## src/rtl/uart_pkg.sv

```systemverilog
// Shared definitions for the UART receive/echo line buffer: FSM states,
// drain-order selectors and the default terminator byte.
package uart_pkg;

  typedef enum logic [1:0] {
    ST_FILL,
    ST_ISSUE,
    ST_WAIT_DONE
  } state_t;

  localparam int MODE_LIFO = 0;
  localparam int MODE_FIFO = 1;

  localparam logic [7:0] DEFAULT_FLUSH_CHAR = 8'h0D;

endpackage

```

## src/rtl/uart_buf_mem.sv

```systemverilog
// DEPTH x 8 byte store with synchronous write and registered read.
// The array has no reset so it can map onto block RAM or LUT RAM.
module uart_buf_mem #(
  parameter int  DEPTH = 4,
  localparam int AW    = (DEPTH > 1) ? $clog2(DEPTH) : 1
) (
  input  logic          hwclk,
  input  logic          we,
  input  logic [AW-1:0] wr_addr,
  input  logic [7:0]    wr_data,
  input  logic [AW-1:0] rd_addr,
  output logic [7:0]    rd_data
);

  logic [7:0] mem [DEPTH];

  // A same-cycle write to the address being read is forwarded, because in
  // LIFO mode the last byte written is also the first byte echoed.
  always_ff @(posedge hwclk) begin
    if (we) begin
      mem[wr_addr] <= wr_data;
    end
    rd_data <= (we && (wr_addr == rd_addr)) ? wr_data : mem[rd_addr];
  end

endmodule

```

## src/rtl/uart_line_buffer.sv

```systemverilog
// Receive/echo line buffer between uart_rx and uart_tx: collects bytes and
// echoes them (LIFO or FIFO) when the buffer fills or a terminator arrives.
module uart_line_buffer
  import uart_pkg::*;
#(
  parameter int         DEPTH      = 4,
  parameter int         MODE       = MODE_LIFO,
  parameter int         FLUSH_EN   = 1,
  parameter logic [7:0] FLUSH_CHAR = DEFAULT_FLUSH_CHAR,
  localparam int        LW         = $clog2(DEPTH + 1)
) (
  input  logic          hwclk,
  input  logic          rst_n,
  input  logic          rx_dv,
  input  logic [7:0]    rx_byte,
  input  logic          tx_active,
  input  logic          tx_done,
  output logic          tx_dv,
  output logic [7:0]    tx_byte,
  output logic          busy,
  output logic          drop,
  output logic [LW-1:0] level
);

  localparam int IW = (DEPTH > 1) ? $clog2(DEPTH) : 1;

  state_t        state, state_d;
  logic [LW-1:0] level_d;
  logic [IW-1:0] rd_idx, rd_idx_d;
  logic          tx_dv_d;
  logic [7:0]    tx_byte_d;
  logic          busy_d;
  logic          drop_d;
  logic          mem_we;
  logic [7:0]    mem_rd_data;

  // The read address follows the next-state read index so the registered
  // memory output already holds buf[rd_idx] whenever the FSM sits in ISSUE.
  uart_buf_mem #(
    .DEPTH (DEPTH)
  ) u_mem (
    .hwclk   (hwclk),
    .we      (mem_we),
    .wr_addr (level[IW-1:0]),
    .wr_data (rx_byte),
    .rd_addr (rd_idx_d),
    .rd_data (mem_rd_data)
  );

  always_comb begin
    state_d   = state;
    level_d   = level;
    rd_idx_d  = rd_idx;
    tx_dv_d   = 1'b0;
    tx_byte_d = tx_byte;
    mem_we    = 1'b0;

    unique case (state)
      ST_FILL: begin
        if (rx_dv) begin
          mem_we  = 1'b1;
          level_d = level + LW'(1);
          if ((level_d == LW'(DEPTH)) ||
              ((FLUSH_EN != 0) && (rx_byte == FLUSH_CHAR))) begin
            state_d  = ST_ISSUE;
            rd_idx_d = (MODE == MODE_FIFO) ? '0 : level[IW-1:0];
          end
        end
      end

      ST_ISSUE: begin
        if (!tx_active) begin
          tx_dv_d   = 1'b1;
          tx_byte_d = mem_rd_data;
          state_d   = ST_WAIT_DONE;
        end
      end

      ST_WAIT_DONE: begin
        if (tx_done) begin
          level_d = level - LW'(1);
          if (level_d == '0) begin
            state_d = ST_FILL;
          end else begin
            state_d  = ST_ISSUE;
            rd_idx_d = (MODE == MODE_FIFO) ? (rd_idx + IW'(1)) : (rd_idx - IW'(1));
          end
        end
      end

      default: begin
        state_d = ST_FILL;
      end
    endcase

    drop_d = rx_dv && (state != ST_FILL);
    busy_d = (state_d != ST_FILL);
  end

  always_ff @(posedge hwclk or negedge rst_n) begin
    if (!rst_n) begin
      state   <= ST_FILL;
      level   <= '0;
      rd_idx  <= '0;
      tx_dv   <= 1'b0;
      tx_byte <= 8'h00;
      busy    <= 1'b0;
      drop    <= 1'b0;
    end else begin
      state   <= state_d;
      level   <= level_d;
      rd_idx  <= rd_idx_d;
      tx_dv   <= tx_dv_d;
      tx_byte <= tx_byte_d;
      busy    <= busy_d;
      drop    <= drop_d;
    end
  end

endmodule

```

## config.mk

```make
export PLATFORM = sky130hd
export DESIGN_NAME = uart_line_buffer
export DESIGN_NICKNAME = d
export VERILOG_FILES = /design/src/rtl/uart_pkg.sv /design/src/rtl/uart_buf_mem.sv /design/src/rtl/uart_line_buffer.sv
export SDC_FILE = /design/constraint.sdc
export NUM_CORES = 1
export LEC_CHECK = 0
export CORE_MARGIN = 5
export CORE_UTILIZATION = 58
export CTS_CLUSTER_SIZE = 20
export DETAILED_ROUTE_END_ITERATION = 10
export PLACE_DENSITY = 0.82
export SYNTH_ARGS = -nofsm -noshare
export SYNTH_HDL_FRONTEND = slang
export SYNTH_SLANG_ARGS = --single-unit
```

## constraint.sdc

```tcl
create_clock -name hwclk -period 4.1 [get_ports hwclk]
set_input_delay 0.82 -clock hwclk [delete_from_list [all_inputs] [get_ports hwclk]]
set_output_delay 0.82 -clock hwclk [all_outputs]
set_load 0.01 [all_outputs]
```

# Yosys cells after proc, flatten, opt, wreduce, memory -nomap -nowiden
# Memory sizes are Yosys's and may differ from the RTL's. A register that Yosys moved wholly into a read port is not among the register bits.
# Index checks and enable logic that the tools add are counted.
dict set report totals {
  ramBits 32
  output_inout_bits 14
  wordCells 47
  n_memories 1
  regBits 18
}
dict set report classes {
  eq_ne 6
  muxes 20
  n_reduce_logical 9
  add_sub_neg 3
  bitwise_logic 1
}
# memory words width rd rd_clocked_by_memory_dff write_ports line_no
set mem_list {}
lappend mem_list {u_mem.mem 4 8 1 1 1 uart_buf_mem.sv:15} ;# logic [7:0] mem [DEPTH];
# cell n
set op_table {}
lappend op_table {{$mux W2} 8}
lappend op_table {{$eq A8 B4 Y1 const B} 1}
lappend op_table {{$mux W1} 7}
lappend op_table {{$mux W3} 2}
lappend op_table {{$pmux W2 S3} 1}
lappend op_table {{$pmux W3 S2} 1}
lappend op_table {{$reduce_bool A2 Y1} 3}
lappend op_table {{$ne A2 B2 Y1 const B} 2}
lappend op_table {{$pmux W2 S2} 1}
lappend op_table {{$add A3 B1 Y3 const B} 1}
lappend op_table {{$eq A3 B3 Y1 const B} 1}
lappend op_table {{$logic_not A3 Y1} 1}
lappend op_table {{$reduce_and A3 Y1} 1}
lappend op_table {{$sub A3 B1 Y3 const B} 1}
lappend op_table {{$eq A2 B1 Y1 const B} 1}
lappend op_table {{$eq A2 B2 Y1 const B} 1}
lappend op_table {{$logic_not A2 Y1} 1}
lappend op_table {{$reduce_and A2 Y1} 1}
lappend op_table {{$sub A2 B1 Y2 const B} 1}
lappend op_table {{$logic_and A1 B1 Y1} 1}
lappend op_table {{$logic_or A1 B1 Y1} 1}
lappend op_table {{$not A1 Y1} 1}

# Depth between registers and ports, before layout
# Gate-level depths: netlist of the first run.
dict set report logic_depth {
  word_depth 7
  depth_mapped 7
  ltp_nobuf 7
}

# Cells and area by module
# From an unflattened synthesis of the first run, not the netlist that was laid out.
dict set report hier_totals {
  hier_cells 121
  area_unflattened_um2 2098.3
}
# module area_each_um2 n_inst cells_per_inst
set modules_own_cells {}
lappend modules_own_cells {uart_buf_mem 1228.7 1 48}
lappend modules_own_cells {uart_line_buffer 869.6 1 73}

# Worst setup path after synthesis of the first run
# OpenSTA, ideal clock, no wires.
dict set report synth_path {
  kind {input to register}
  from {input rx_byte[5]}
  to {register rd_idx[1]}
  stages 5
  slack_ps 2380
  setup_ps 130
  t_arrival_ps 1590
  path_cell_list {nor4_1 a21oi_1 nor2b_1 a21oi_1 o311a_1}
}
dict set report synth_between {
  elab_chain_len 5
}
# item line_no
set synth_rtl {}
lappend synth_rtl {{from (decl)} uart_line_buffer.sv:15} ;# input logic [7:0] rx_byte,
lappend synth_rtl {{$eq A8 B4 Y1} uart_line_buffer.sv:64} ;# ((FLUSH_EN != 0) && (rx_byte == FLUSH_CHAR))) begin
lappend synth_rtl {{$logic_or A1 B1 Y1} uart_line_buffer.sv:63} ;# if ((level_d == LW'(DEPTH)) ||
lappend synth_rtl {{$mux W2} uart_line_buffer.sv:63}
lappend synth_rtl {{$mux W2} uart_line_buffer.sv:60} ;# if (rx_dv) begin
lappend synth_rtl {{$pmux W2 S2} uart_line_buffer.sv:58} ;# unique case (state)
lappend synth_rtl {{via rd_idx_d[1]} uart_line_buffer.sv:29} ;# logic [IW-1:0] rd_idx, rd_idx_d;
lappend synth_rtl {{to (signal assigned)} uart_line_buffer.sv:112} ;# rd_idx <= rd_idx_d;
lappend synth_rtl {{to (decl)} uart_line_buffer.sv:29}
# The timed path passes the listed nets, and every way through them passes these cells.
# A chain may end at the register's enable or synchronous reset.

# Worst setup path after layout of the first run
dict set report layout_path {
  from {input tx_active}
  to {register tx_byte[4]}
}
dict set report layout_between {
  elab_chain_len 2
}
# item line_no
set layout_rtl {}
lappend layout_rtl {{from (decl)} uart_line_buffer.sv:16} ;# input logic tx_active,
lappend layout_rtl {{$not A1 Y1 (no line)} --}
lappend layout_rtl {{$reduce_and A2 Y1 (no line)} --}
lappend layout_rtl {{to (signal assigned)} uart_line_buffer.sv:114} ;# tx_byte <= tx_byte_d;
lappend layout_rtl {{to (decl)} uart_line_buffer.sv:19} ;# output logic [7:0] tx_byte,
# Every way passes these cells.

==> results of run 1 <==
-- per-stage QoR --
step                      cells  setup WS, ns  hold slack, ns   util  cell area (um2)
after floorplan             128          2.38           0.524      -             2190
after global placement      197          1.56           0.498  0.672             2460
after detailed placement    197          1.49           0.505  0.672             2460
after CTS                   205          1.82           0.528  0.698             2550
after global routing        205          1.78           0.555  0.698             2550
final                       205          1.85           0.530  0.698             2550
-- state kept, by name, summed over array words and instances, names as in the netlist, named ones only --
name,flops
tx_dv,1
busy,1
rd_idx,2
drop,1
state,2
u_mem.mem,32
level,3
tx_byte,8
-- final cells by class --
type | instances | area (um2) | area share
Clock buffer | 5 | 68.8 | 0.0269
Timing Repair Buffer | 26 | 260 | 0.102
Clock inverter | 3 | 23.8 | 0.00931
Sequential cell | 52 | 1450 | 0.568
Inverter | 4 | 15.0 | 0.00588
Multi-Input combinational cell | 67 | 674 | 0.264
Tap cell | 48 | 60.1 | 0.0235
-- power groups by stage --
stage / sequential (mW) / clock [mW] / combinational [mW]
2_1_floorplan: 0.831 / 0 / 0.449
3_3_place_gp: 0.869 / 0 / 0.620
3_5_place_dp: 0.880 / 0 / 0.649
4_1_cts: 0.871 / 0.300 / 0.650
5_1_grt: 0.894 / 0.326 / 0.688
6_report: 0.868 / 0.296 / 0.641
-- kinds of logic (layout without fill, tap and decap cells) --
| family | Yosys count | count (layout) | synth area share |
|---|---|---|---|
| compound gates | 19 | 19 | 0.0595 |
| xor+xnor | 2 | 2 | 0.00802 |
| fa+ha+maj | 5 | 5 | 0.0286 |
| buf+inv | 9 | 38 | 0.0275 |
| flops | 52 | 52 | 0.664 |
| mux | 16 | 16 | 0.137 |
| simple gates | 25 | 25 | 0.0750 |
-- path summary, 6_finish.rpt --
| check | start | endpoint | cells past startpoint |
|---|---|---|---|
| max | tx_active | tx_byte[4] | 3 |
| min | tx_byte[5] | tx_byte[5] | 1 |
| max reg2reg | state[1] | tx_byte[4] | 2 |
| min reg2reg | tx_byte[5] | tx_byte[5] | 1 |
| max in group asynchronous | rst_n | level[1] | 1 |
| min in group asynchronous | rst_n | tx_byte[6] | 1 |
-- cells in the mapped netlist (2+ instances only) --
master	n	share of area
nor2b_1	5	0.014
mux4_2	8	0.082
dfxtp_1	2	0.018
and4b_1	2	0.0092
xnor2_1	2	0.0080
ha_1	5	0.029
and3_1	4	0.011
inv_1	4	0.0069
a21oi_1	6	0.014
edfxtp_1	32	0.44
mux2_4	8	0.055
buf_6	3	0.015
o21ai_1	3	0.0069
nor2_1	2	0.0034
dfrtp_1	18	0.21
o311a_1	3	0.014
o211ai_1	2	0.0069
nor3_1	2	0.0046
-- routing by layer --
metal	global-route usage	vias up
li1	-	547
met1	0.210	572
met2	0.257	28
met3	0.0393	7
met4	0.0752	0
met5	0	-
==> results_dict.tcl, run 1 <==
set metrics [dict create \
    status "completed" \
    fin_nets 174 \
    worstPathArrival_ns 2.45 \
    grt_usage 0.162 \
    crit_chain "clkdlybuf4s50_1, nor3b_2, mux2_4" \
    route.met3.wl_um 176 \
    drc_errors 0 \
    post_cts.repair.setup_buffers 0 \
    numCtsBuffers 5 \
    rrSetupSlack_ns 2.24 \
    area_growth_syn_to_layout_pct 16.8 \
    p_comb_frac 0.355 \
    cts_buffer_depth 2 \
    netSwitchingPower_uw 578 \
    synthesis.area_um2 2190 \
    dr.max_layer_used "met4" \
    routedWlPerCell_um 18.3 \
    clkSinkCount 52 \
    wl_met1_um 1610 \
    cp-start-kind "input pin" \
    power.total_mw 1.80 \
    avgSynthCellArea_um2 17.1 \
    setup_viol 0 \
    worstSkewPairLatency_ns 0.31 \
    slowest_delay_ns 0.84 \
    critPathBufInv 1 \
    die_h_um 71.4 \
    p_seq_frac 0.481 \
    cts_hold_buffers 0 \
    ant_nets 0 \
    grt_pass1_vias 1218 \
    leakagePower_nw 0.963 \
    diodes 0 \
    grt_overflow_total 0 \
    wirelength_um 3750 \
    timing.final.crit_share 0.549 \
    boundaryPins 27 \
    layout-drive-gt1-share 0.178 \
    relSlewSlack 0.308 \
    clock_skew_ns 0.0118 \
    drtPass1Iterations 5 \
    synth_cell_types 35 \
    p_clk_frac 0.164 \
    place_hpwl_um 2680 \
    layout_commonest_cell "edfxtp_1" \
    fmax_mhz 444 \
    crit_required_ns 4.30 \
    cts_tree "done" \
    synth_seq_cells 52 \
    async_reset_ff_frac 0.346 \
    cp_max_fo 10 \
    hold_viol 0 \
    rsz0062_at_grt "false" \
    die_x_um 71.4 \
    placement.io_buffers 26 \
    finalMaxSlewViolations 0 \
    yosys_warnings 0 \
    vdd_drop_max_uv 401 \
    cts-resized-gates 0 \
    grt_pass1_wl_um 6040 \
    routed_via_density 5.63 \
    power_density_nw_per_um2 707 \
    num_rows 22 \
    nFillCells 249 \
    grt_max_degree 19 \
    most-common-layout-cells "edfxtp_1, clkdlybuf4s50_1, dfrtp_1" \
    crit_family "simple AND/OR/NAND/NOR gates" \
    p_int_mw 1.23 \
    cp-end-kind "flip-flop" \
    synth_edf_count 32 \
    min_period_ns 2.25 \
    start_util 0.597 \
    hold_class "reg -> reg" \
    core_area_um2 3660 \
    tns_ns 0 \
    synthFlopType "edfxtp_1" \
    num_vias 1154 \
    gp_congestion 0.799 \
    clock-root-buffer "clkbuf_8" \
    yosysSeqAreaShare 0.664 \
    swShare 0.320 \
    synth_nets 146 \
    h-tree-depth 2 \
    clk_pin_slew_ns 0.10 \
    synthCells 128 \
    met2_length_um 1890 \
    drv_cap 0 \
    tightest_slew_ns 1.03 \
    drt-initial-drc-count 49 \
    fp.dieArea_um2 5100 \
    path_class "in -> reg" \
    slowest_stage "nor3b_2" \
    antenna_found_initial 0 \
]
(Power assumes the default switching activity.)
==> run 2, diff against run 1 <==
--- a/config.mk
+++ b/config.mk
@@ -6,10 +6,10 @@
 export NUM_CORES = 1
 export LEC_CHECK = 0
 export CORE_MARGIN = 5
-export CORE_UTILIZATION = 58
+export CORE_UTILIZATION = 49
 export CTS_CLUSTER_SIZE = 20
 export DETAILED_ROUTE_END_ITERATION = 10
-export PLACE_DENSITY = 0.82
+export PLACE_DENSITY = 0.74
 export SYNTH_ARGS = -nofsm -noshare
 export SYNTH_HDL_FRONTEND = slang
 export SYNTH_SLANG_ARGS = --single-unit
==> constraint.sdc (replaced) <==
create_clock -name hwclk -period 1.9 [get_ports hwclk]
set_input_delay 0.38 -clock hwclk [delete_from_list [all_inputs] [get_ports hwclk]]
set_output_delay 0.38 -clock hwclk [all_outputs]
set_load 0.01 [all_outputs]
==> results_dict.tcl, run 2 (same netlist as run 1, synthesis figures left out) <==
set metrics [dict create \
    numPlacedInstances 215 \
    diodes 0 \
    cts_tree "done" \
    dp_slack_ns -0.202 \
    finalMaxSlewViolations 0 \
    grt_overflow_total 0 \
    relSlewSlack 0.707 \
    min_period_ns 1.78 \
    top_register "u_mem.mem" \
    power_density_nw_per_um2 1530 \
    layout-drive-gt1-share 0.263 \
    crit_chain "inv_1, ha_1, xnor2_1, a21boi_2, nor3b_1, o21ai_1, o311a_1" \
    die_x_um 76.8 \
    drc_errors 0 \
    worstPathArrival_ns 1.97 \
    routedWlPerCell_um 19.7 \
    boundaryPins 27 \
    num_rows 24 \
    fin_cells 223 \
    num_vias 1269 \
    vdd_drop_max_uv 700 \
    grt_max_degree 19 \
    setup_ws_ns 0.123 \
    fp.dieArea_um2 5900 \
    cts_buffer_depth 2 \
    start_util 0.502 \
    clkSinkCount 52 \
    die_h_um 76.8 \
    timing.final.crit_share 0.935 \
    rsz0062_at_grt "false" \
    path_class "reg -> reg" \
    gp_congestion 0.824 \
    drtPass1Iterations 4 \
    ant_nets 0 \
    tightest_slew_ns 0.438 \
    grt_usage 0.158 \
    slowest_delay_ns 0.45 \
    clk_pin_slew_ns 0.09 \
    numCtsBuffers 5 \
    drv_cap 0 \
    cp-start-kind "flip-flop" \
    area_growth_syn_to_layout_pct 24.1 \
    cts_hold_buffers 0 \
    cp_max_fo 6 \
    clock_skew_ns 0.00668 \
    h-tree-depth 2 \
    nFillCells 318 \
    grt_pass1_vias 1413 \
    crit_required_ns 2.09 \
    antenna_found_initial 0 \
    tns_ns 0 \
    drt-initial-drc-count 141 \
    multi_input_area_um2 677 \
    hold_class "in -> async" \
    holdWs_ns 0.405 \
    placement.io_buffers 26 \
    leakagePower_nw 1.04 \
    hold_viol 0 \
    wirelength_um 4400 \
    core_area_um2 4350 \
    worstSkewPairLatency_ns 0.30 \
    routed_via_density 5.69 \
    grt_pass1_wl_um 7100 \
    status "completed" \
    fmax_mhz 563 \
    fin_nets 188 \
    cp-end-kind "flip-flop" \
    slowest_stage "dfrtp_2" \
    post_cts.repair.setup_buffers 0 \
    largest_reg_flops 32 \
    place_hpwl_um 3100 \
    seq_area_um2 1450 \
    cts-resized-gates 0 \
    most-common-layout-cells "edfxtp_1, clkdlybuf4s50_1, dfrtp_1" \
    reg_top3 "u_mem.mem: 32 flops, tx_byte: 8 flops, level: 3 flops" \
    layout_commonest_cell "edfxtp_1" \
    clock-root-buffer "clkbuf_8" \
    setup_viol 0 \
]
run 2: changes by cell type in the layout (fill, tap and decap cells not counted), sizes merged:
cell | before | now
buf | 0 | 14
bufinv | 0 | 1
clkinv | 0 | 1
clkinvlp | 0 | 1
inv | 7 | 4
run 2: through the flow:
step,instance area [um2],utilization,power (mW)
final,2710,0.623,4.16
after global routing,2710,0.623,4.37
after floorplan,2190,-,2.76
after CTS,2710,0.622,4.18
after detailed placement,2600,0.596,3.43
after global placement,2600,0.596,3.34
run 2: worst paths after layout:
check | slack, ns | endpoint | startpoint | depth (start not counted)
max | 0.12 | rd_idx[0] | level[0] | 7
min | 0.41 | tx_byte[7] | rst_n | 2
max reg2reg | 0.12 | rd_idx[0] | level[0] | 7
min reg2reg | 0.52 | tx_byte[5] | tx_byte[5] | 1
max in group asynchronous | 1.27 | level[0] | rst_n | 2
min in group hwclk | 0.52 | tx_byte[5] | tx_byte[5] | 1
run 2: layer usage:
| layer | vias to the layer above | wire length [um] | global-route usage |
|---|---|---|---|
| li1 | 572 | - | - |
| met1 | 657 | 1820 | 0.176 |
| met2 | 34 | 2350 | 0.272 |
| met3 | 6 | 171 | 0.0492 |
| met4 | 0 | 55 | 0.0752 |
| met5 | - | 0 | 0 |
run 2: final cells by class:
| type | instances | share of cell area |
|---|---|---|
| clock buffer | 5 | 0.0254 |
| clock inverter | 3 | 0.0157 |
| inverter | 4 | 0.00554 |
| multi-input combinational | 67 | 0.250 |
| sequential | 52 | 0.536 |
| tap | 52 | 0.0240 |
| timing repair buffer | 40 | 0.144 |
run 2: worst max-delay path: cells and delay by family, from the launching register on:
| family | cells | cell delay (ns) |
|---|---|---|
| AO/OA/AOI/OAI | 3 | 0.51 |
| XOR/XNOR | 1 | 0.16 |
| adder cells (fa/ha/maj) | 1 | 0.26 |
| buffers and inverters | 1 | 0.08 |
| flip-flops | 1 | 0.45 |
| AND/OR/NAND/NOR | 1 | 0.21 |
run 2: report_power, final:
part           leakage, nW  total, mW  internal [mW]  switching, mW
combinational        0.461       1.59          0.908          0.684
clock               0.0541      0.750          0.390          0.360
sequential           0.528       1.82           1.57          0.253
==> run 3, diff against run 2 <==
--- a/config.mk
+++ b/config.mk
@@ -9,6 +9,7 @@
 export CORE_UTILIZATION = 49
 export CTS_CLUSTER_SIZE = 20
 export DETAILED_ROUTE_END_ITERATION = 10
+export MAX_ROUTING_LAYER = met4
 export PLACE_DENSITY = 0.74
 export SYNTH_ARGS = -nofsm -noshare
 export SYNTH_HDL_FRONTEND = slang
==> results_dict.tcl, run 3 (same netlist as run 1, synthesis figures left out) <==
set metrics [dict create \
    routed_via_density 5.72 \
    cts_buffer_depth 2 \
    rsz0062_at_grt "false" \
    die_x_um 76.8 \
    cp_max_fo 6 \
    crit_required_ns 2.09 \
    layout_commonest_cell "edfxtp_1" \
    cp-end-kind "flip-flop" \
    worstSkewPairLatency_ns 0.31 \
    setup_viol 0 \
    grt_usage 0.162 \
    drtPass1Iterations 4 \
    tns_ns 0 \
    fp.dieArea_um2 5900 \
    swShare 0.310 \
    critPathLaunch "level[0]" \
    tightest_slew_ns 0.435 \
    grt_pass1_vias 1419 \
    fmax_mhz 564 \
    grt_overflow_total 0 \
    drv_cap 0 \
    clock_skew_ns 0.00872 \
    p_clk_frac 0.180 \
    area_growth_syn_to_layout_pct 24.1 \
    leakagePower_nw 1.04 \
    clock-root-buffer "clkbuf_8" \
    slowest_delay_ns 0.44 \
    layout-drive-gt1-share 0.263 \
    status "completed" \
    power_density_nw_per_um2 1530 \
    largest_reg_flops 32 \
    clkSinkCount 52 \
    vdd_drop_max_uv 692 \
    placement.io_buffers 26 \
    nFillCells 318 \
    relSlewSlack 0.710 \
    hold_viol 0 \
    path_class "reg -> reg" \
    num_rows 24 \
    die_h_um 76.8 \
    drt-initial-drc-count 139 \
    top_register "u_mem.mem" \
    core_area_um2 4350 \
    r2r_start "level[0]" \
    boundaryPins 27 \
    worstPathArrival_ns 1.97 \
    routedWlPerCell_um 19.6 \
    h-tree-depth 2 \
    min_period_ns 1.77 \
    gp_congestion 0.836 \
    p_comb_frac 0.382 \
    rrSetupSlack_ns 0.13 \
    wirelength_um 4370 \
    cp-start-kind "flip-flop" \
    power.total_mw 4.16 \
    netSwitchingPower_mw 1.29 \
    r2r_end "rd_idx[0]" \
    reg_top3 "u_mem.mem: 32 flops, tx_byte: 8 flops, level: 3 flops" \
    grt_pass1_wl_um 7070 \
    crit_end "rd_idx[0]" \
    r2r_cells 7 \
    clk_pin_slew_ns 0.09 \
    most-common-layout-cells "edfxtp_1, clkdlybuf4s50_1, dfrtp_1" \
    timing.final.crit_share 0.934 \
    slowest_stage "dfrtp_2" \
    fin_nets 188 \
    crit_chain "inv_1, ha_1, xnor2_1, a21boi_2, nor3b_1, o21ai_1, o311a_1" \
    finalMaxSlewViolations 0 \
    setup_ws_ns 0.126 \
    drc_errors 0 \
    ant_nets 0 \
    numCtsBuffers 5 \
    diodes 0 \
    grt_max_degree 19 \
    hold_class "in -> async" \
    p_int_mw 2.87 \
    p_seq_frac 0.438 \
    cts_tree "done" \
    num_vias 1276 \
    place_hpwl_um 3100 \
    antenna_found_initial 0 \
    start_util 0.502 \
    dp_slack_ns -0.202 \
]
run 3: cell counts in the layout (fill, tap and decap cells not counted):
No cell type changed its count.
run 3: through the flow:
stage | util | area (um2) | hold slack, ns | cells
4_1_cts | 0.622 | 2710 | 0.407 | 223
5_1_grt | 0.623 | 2710 | 0.425 | 223
2_1_floorplan | - | 2190 | 0.0844 | 128
6_report | 0.623 | 2710 | 0.403 | 223
3_5_place_dp | 0.596 | 2600 | 0.500 | 215
3_3_place_gp | 0.596 | 2600 | 0.497 | 215
run 3: critical path, delay by kind of cell (launching register included):
| family | cells | cell delay [ns] |
|---|---|---|
| AOI/OAI and AO/OA | 3 | 0.51 |
| xor gates and xnor gates | 1 | 0.16 |
| adders and majority gates | 1 | 0.26 |
| buffers and inverters | 1 | 0.08 |
| DFF | 1 | 0.44 |
| and+or+nand+nor | 1 | 0.21 |
run 3: power groups by stage:
| stage | clock, mW | sequential [mW] | combinational, mW |
|---|---|---|---|
| floorplan | 0 | 1.79 | 0.970 |
| global route | 0.802 | 1.86 | 1.71 |
| global placement | 0 | 1.81 | 1.52 |
| detailed placement | 0 | 1.84 | 1.60 |
| finish | 0.747 | 1.82 | 1.59 |
| CTS | 0.756 | 1.81 | 1.61 |
run 3: worst min-delay path by stage:
stage / from / to / slack [ns] / cells after the start
finish: rst_n / tx_byte[7] / 0.40 / 2
global route: rst_n / tx_byte[6] / 0.42 / 2
CTS: rst_n / tx_byte[6] / 0.41 / 2
detailed placement: tx_byte[5] / tx_byte[5] / 0.50 / 1
global placement: tx_byte[7] / tx_byte[7] / 0.50 / 1
floorplan: rst_n / busy / 0.08 / 0
run 3: area by class of cell:
cell class                 count  area [um2]  area share
sequential                    52        1450       0.536
multi-input combinational     67         677       0.250
timing repair buffer          40         390       0.144
clock buffer                   5        68.8      0.0254
tap                           52        65.1      0.0240
clock inverter                 3        42.5      0.0157
inverter                       4        15.0     0.00554
run 3: what timing repair did:
action                     CTS  global route
hold endpoints to repair     0             0
hold buffers                 0             0
buffers inserted             0             0
setup endpoints to repair    0             5
gates resized for setup      0             3
run 3: layer usage:
| layer | up-vias | wire, um | global-route usage |
|---|---|---|---|
| met5 | - | 0 | - |
| met4 | 0 | 91 | 0.0752 |
| met3 | 9 | 182 | 0.0480 |
| met2 | 39 | 2350 | 0.272 |
| met1 | 656 | 1750 | 0.175 |
| li1 | 572 | - | - |
